--- src/rtl/fc_layer_sequencer.sv ---
// Fully-connected layer sequencer: for each layer it fetches a 4-word
// descriptor, then runs the loader through input, weight and output
// phases, one command at a time.
//
// Ports:
//   clk, rst             clock, synchronous active-high reset
//   start                run request (sampled only when idle)
//   num_layers           number of layers in the run (latched on start)
//   desc_base            word address of the descriptor table (latched)
//   desc_rvalid          descriptor read request, held until desc_rready
//   desc_raddr           descriptor word address
//   desc_rready          read strobe; desc_rdata is valid with it
//   desc_rdata           descriptor word
//   cin, cout            layer dimensions for the loader
//   has_bias, act_type   layer configuration for the loader
//   lif_start            input-feature load command pulse
//   lw_start             weight load command pulse
//   sof_start            output store command pulse
//   base_addr            address for the command in flight
//   ld_done              loader completion pulse
//   busy                 run in progress
//   done                 one-cycle end-of-run pulse
//   err                  sticky: at least one layer was skipped
//   layer_idx            index of the layer in progress
module fc_layer_sequencer (
    input  logic        clk,
    input  logic        rst,
    input  logic        start,
    input  logic [3:0]  num_layers,
    input  logic [25:0] desc_base,
    output logic        desc_rvalid,
    output logic [25:0] desc_raddr,
    input  logic        desc_rready,
    input  logic [31:0] desc_rdata,
    output logic [10:0] cin,
    output logic [10:0] cout,
    output logic        has_bias,
    output logic [4:0]  act_type,
    output logic        lif_start,
    output logic        lw_start,
    output logic        sof_start,
    output logic [26:0] base_addr,
    input  logic        ld_done,
    output logic        busy,
    output logic        done,
    output logic        err,
    output logic [3:0]  layer_idx
);

    typedef enum logic [3:0] {
        S_IDLE,
        S_FETCH,
        S_LIF,
        S_WLIF,
        S_LW,
        S_WLW,
        S_SOF,
        S_WSOF,
        S_NEXT,
        S_DONE
    } state_t;

    state_t      state_q;
    logic [3:0]  nl_q;
    logic [25:0] tbl_q;
    logic [3:0]  idx_q;
    logic [1:0]  word_q;
    logic        rvalid_q;
    logic [25:0] raddr_q;
    logic [10:0] cin_q;
    logic [10:0] cout_q;
    logic        bias_q;
    logic [4:0]  act_q;
    logic [26:0] k1_q;
    logic [26:0] k2_q;
    logic [26:0] k3_q;
    logic [26:0] base_q;
    logic        lif_q;
    logic        lw_q;
    logic        sof_q;
    logic        done_q;
    logic        err_q;

    logic [25:0] fetch_addr_d;
    logic        ld_ack_d;
    logic        skip_d;
    logic        unused_bits;

    // First word of the current layer's descriptor (26-bit wrap).
    assign fetch_addr_d = tbl_q + 26'({idx_q, 2'b00});

    // A completion arriving together with a command pulse belongs to
    // nothing we issued, so it is not taken as the acknowledge.
    assign ld_ack_d = ld_done & ~(lif_q | lw_q | sof_q);

    assign skip_d = (cin_q == 11'd0) || (cout_q == 11'd0);

    assign unused_bits = ^desc_rdata[31:28];

    always_ff @(posedge clk) begin
        if (rst) begin
            state_q  <= S_IDLE;
            nl_q     <= '0;
            tbl_q    <= '0;
            idx_q    <= '0;
            word_q   <= '0;
            rvalid_q <= 1'b0;
            raddr_q  <= '0;
            cin_q    <= '0;
            cout_q   <= '0;
            bias_q   <= 1'b0;
            act_q    <= '0;
            k1_q     <= '0;
            k2_q     <= '0;
            k3_q     <= '0;
            base_q   <= '0;
            lif_q    <= 1'b0;
            lw_q     <= 1'b0;
            sof_q    <= 1'b0;
            done_q   <= 1'b0;
            err_q    <= 1'b0;
        end else begin
            lif_q  <= 1'b0;
            lw_q   <= 1'b0;
            sof_q  <= 1'b0;
            done_q <= 1'b0;
            unique case (state_q)
                S_IDLE: begin
                    if (start) begin
                        nl_q    <= num_layers;
                        tbl_q   <= desc_base;
                        err_q   <= 1'b0;
                        idx_q   <= '0;
                        word_q  <= '0;
                        state_q <= (num_layers != 4'd0) ? S_FETCH : S_DONE;
                    end
                end
                S_FETCH: begin
                    if (!rvalid_q) begin
                        // Entry cycle: raise the request for word 0.
                        rvalid_q <= 1'b1;
                        raddr_q  <= fetch_addr_d;
                    end else if (desc_rready) begin
                        unique case (word_q)
                            2'd0: begin
                                cin_q  <= desc_rdata[10:0];
                                cout_q <= desc_rdata[21:11];
                                bias_q <= desc_rdata[22];
                                act_q  <= desc_rdata[27:23];
                            end
                            2'd1: k1_q <= desc_rdata[26:0];
                            2'd2: k2_q <= desc_rdata[26:0];
                            2'd3: k3_q <= desc_rdata[26:0];
                        endcase
                        word_q <= word_q + 2'd1;
                        if (word_q == 2'd3) begin
                            rvalid_q <= 1'b0;
                            if (skip_d) begin
                                err_q   <= 1'b1;
                                state_q <= S_NEXT;
                            end else begin
                                state_q <= S_LIF;
                            end
                        end else begin
                            raddr_q <= raddr_q + 26'd1;
                        end
                    end
                end
                S_LIF: begin
                    lif_q   <= 1'b1;
                    base_q  <= k1_q;
                    state_q <= S_WLIF;
                end
                S_WLIF: begin
                    if (ld_ack_d) state_q <= S_LW;
                end
                S_LW: begin
                    lw_q    <= 1'b1;
                    base_q  <= k2_q;
                    state_q <= S_WLW;
                end
                S_WLW: begin
                    if (ld_ack_d) state_q <= S_SOF;
                end
                S_SOF: begin
                    sof_q   <= 1'b1;
                    base_q  <= k3_q;
                    state_q <= S_WSOF;
                end
                S_WSOF: begin
                    if (ld_ack_d) state_q <= S_NEXT;
                end
                S_NEXT: begin
                    if (idx_q == 4'(nl_q - 4'd1)) begin
                        state_q <= S_DONE;
                    end else begin
                        idx_q   <= idx_q + 4'd1;
                        word_q  <= '0;
                        state_q <= S_FETCH;
                    end
                end
                S_DONE: begin
                    done_q  <= 1'b1;
                    state_q <= S_IDLE;
                end
                default: state_q <= S_IDLE;
            endcase
        end
    end

    assign desc_rvalid = rvalid_q;
    assign desc_raddr  = raddr_q;
    assign cin         = cin_q;
    assign cout        = cout_q;
    assign has_bias    = bias_q;
    assign act_type    = act_q;
    assign lif_start   = lif_q;
    assign lw_start    = lw_q;
    assign sof_start   = sof_q;
    assign base_addr   = base_q;
    assign busy        = (state_q != S_IDLE);
    assign done        = done_q;
    assign err         = err_q;
    assign layer_idx   = idx_q;

endmodule

--- config.mk ---
export PLATFORM = sky130hd
export DESIGN_NAME = fc_layer_sequencer
export DESIGN_NICKNAME = d
export VERILOG_FILES = /design/src/rtl/fc_layer_sequencer.sv
export SDC_FILE = /design/constraint.sdc
export NUM_CORES = 1
export LEC_CHECK = 0
export ABC_AREA = 1
export BUFFER_PORTS_ARGS = -buffer_cell sky130_fd_sc_hd__buf_2
export CAP_MARGIN = 10
export CORE_UTILIZATION = 50
export DETAILED_ROUTE_END_ITERATION = 12
export GPL_TIMING_DRIVEN = 1
export PLACE_DENSITY = 0.72
export REMOVE_ABC_BUFFERS = 1
export SYNTH_ARGS = -nofsm -noshare
export SYNTH_HDL_FRONTEND = slang
export SYNTH_SLANG_ARGS = --single-unit
export TNS_END_PERCENT = 30
--- constraint.sdc ---
create_clock -name clk -period 2.25 [get_ports clk]
set_input_delay 0.45 -clock clk [delete_from_list [all_inputs] [get_ports clk]]
set_output_delay 0.45 -clock clk [all_outputs]
set_load 0.005 [all_outputs]
==> summary.txt <==
STA
  – Slew @ Worst Pin: 602 ps
  – TNS Setup: 0 ps
  – Crit share post-route: 0.943
  – Slew Viols, Final: 0
  – Fin. Hold Viols: 0
  – Fin Clk Skew: 10.3 ps
  – Max frequency: 471 MHz
  – Setup-failing EPs final: 0
  – Max_slew headroom: 0.596
  – Setup ws final: 128 ps
  – Final Critical Period: 2120 ps

Route
  – TritonRoute pass-1 iters: 7
  – Post-route ant nets: 0
  – Final wirelength: 27500 µm
  – DR DRC count: 0
  – Vias: 9579
  – DR iter-0 viols: 704
  – DR WL/cell: 15.4 µm
  – Drt via density: 5.38

Yosys
  – Largest family of logic cells by synthesized area: simple AND/OR/NAND/NOR gates
  – Synth Area in XOR/XNOR: 0.0137
  – Adder-cell share of the synthesized area: 0.0164
  – Number of different library cells in the post-synthesis netlist: 41
  – Compound-cell area share of the yosys netlist: 0.184
  – Seq/Total Area, Yosys: 0.433
  – Ys flop type: dfxtp_1
  – Synth area leaders: dfxtp_1, nor2_1, o21ai_0
  – Mapped cell area: 9610 µm²
  – Post-synthesis instance total: 1392
  – Async SR Flop Fraction: 0
  – Cell taking the most area after synthesis: dfxtp_1
  – Flops & latches, synth: 208
  – Mux cell area share after synthesis: 0
  – Yosys warning count: 0
  – Number of synthesized flops with an enable pin: 0
  – Simple-gate portion of the synthesized area: 0.281
  – Average size of a mapped cell: 6.91 µm²
  – Share of the synthesized area in the top cell type: 0.433

Global routing
  – First-pass GRT wire length: 44000 µm
  – GR Layer Usage met2: 0.488
  – Largest net degree at the start of global routing: 77
  – Gr busiest metal: met2
  – Vias in the first global route: 8849
  – Initial antenna violation count: 0
  – GR Overflow Total: 0
  – GR Util met3: 0.0411
  – M1 GR Usage: 0.344
  – Gr usage total: 0.276

CTS
  – Max clock buf depth: 3
  – CTS tree: yes
  – CTS root buf: clkbuf_16
  – Htree depth: 1
  – Clk Latency, worst-skew pair: 520 ps
  – Clk slew on worst S/H paths: 60 ps
  – # clock sinks: 208
  – Total CTS buffers: 23

Critical path
  – Startpoint types: flip-flop
  – Critical path arrival: 1670 ps
  – Critical Path Sink Type: primary output
  – Crit path max fanout: 31
  – CP Class: flip-flop to primary output
  – Req. time, crit path: 1800 ps

Final layout
  – Diode count: 0
  – Layout Nets: 1608
  – Final design utilization: 0.609
  – Most frequent cells in the layout: nor2_1, nand2_1, dfxtp_1
  – Fin cells: 1780
  – Area delta synth->final: 18.8%
  – Fillcell total: 1788
  – Layout cell share with drive strength beyond 1: 0.161
  – Most common cell after layout, fill and taps aside: nor2_1

Floorplan
  – Die ar.: 19800 µm²
  – Core area: 18800 µm²
  – Die Wd: 141 µm
  – Die height: 141 µm
  – Initial core utilization: 0.512
  – Rows: 50
  – Io pins: 159

Placed design
  – Port bufs: 154
  – Final HPWL DP: 18200 µm
  – Gp weighted congestion: 0.933
  – Pre-CTS setup slack: 70.9 ps
  – Placed cell count: 1737

Power
  – Final Power: 0.0122 W
  – P_leak: 4.80 nW
  – Cell Pwr Density: 1070 nW/µm²
  – VDD IR max: 842 µV

Min path
  – Hold Path Class: input port to flip-flop

Job
  – Max-Cap Viols: 0

Run status
  – Status: completed
==> report_power, final <==
| part | switching, W | internal, W | total [W] |
|---|---|---|---|
| clock | 0.00153 | 0.00233 | 0.00386 |
| sequential | 0.000605 | 0.00430 | 0.00490 |
| combinational | 0.00218 | 0.00126 | 0.00344 |
==> worst max-delay path, cell delays in order (launching register included) <==
cell and delay (ps):
dfxtp_1 530, buf_4 430, buf_2 190
==> logic make-up (layout without fill, tap and decap cells) <==
family / count (synthesis) / in the layout
AND/OR/NAND/NOR: 656 / 656
AO/OA/AOI/OAI: 337 / 337
flip-flops: 208 / 208
buffers and inverters: 164 / 318
XOR/XNOR: 15 / 15
adder cells (fa/ha/maj): 12 / 12
==> final timing paths <==
path                            cells past startpoint         start  slack [ps]             end
worst min-delay path                                3  desc_base[6]         150        tbl_q[6]
worst max-delay path                                2   desc_rvalid         130     desc_rvalid
worst min register to register                      2     tbl_q[25]         470       tbl_q[25]
worst max register to register                     13      tbl_q[2]         190  desc_raddr[18]
==> final cells by class <==
class | instances | area, µm² | share of cell area
clock buffer | 36 | 684 | 0.0599
clock inverter | 6 | 95.1 | 0.00832
inverter | 96 | 368 | 0.0322
multi-input combinational | 1020 | 4780 | 0.418
sequential | 208 | 4160 | 0.365
tap | 234 | 293 | 0.0256
timing repair buffer | 180 | 1040 | 0.0911
==> cell usage after synthesis, drive strengths merged (2+ instances only) <==
cell,instances
o21ai,230
clkbuf,38
nor4,2
a41oi,5
nor2,319
a21oi,70
inv,95
xnor2,5
ha,11
a211oi,2
nand3,59
nand2,244
dfxtp,208
buf,30
nand4,14
a221oi,2
xor2,10
nor3,16
a31oi,24
==> sequential cells by signal, summed over array words and instances (netlist names), 2 cells and up <==
signal,flops
cin,11
k3_q,27
cout,11
layer_idx,4
nl_q,4
desc_raddr,26
word_q,2
k2_q,27
state_q,4
base_addr,27
act_type,5
k1_q,27
tbl_q,26
==> what timing repair did <==
action / CTS / global route
endpoints found under the hold margin: 0 / 0
hold buffers: 0 / 0
gates resized for setup: 0 / 4
endpoints found under the setup margin: 0 / 4
buffers inserted: 0 / 1
==> per-stage QoR <==
stage | area [µm²] | hold WS [ps]
4_1_cts | 11400 | 138
6_report | 11400 | 153
3_5_place_dp | 10600 | 461
5_1_grt | 11400 | 139
2_1_floorplan | 9290 | 446
3_3_place_gp | 10600 | 456
==> layer usage <==
metal	up-vias	routed length, µm
met3	44	1800
met2	352	13100
met5	-	0
li1	4840	-
met4	0	706
met1	4343	11900
No activity file was read; power rests on OpenSTA's default activity.
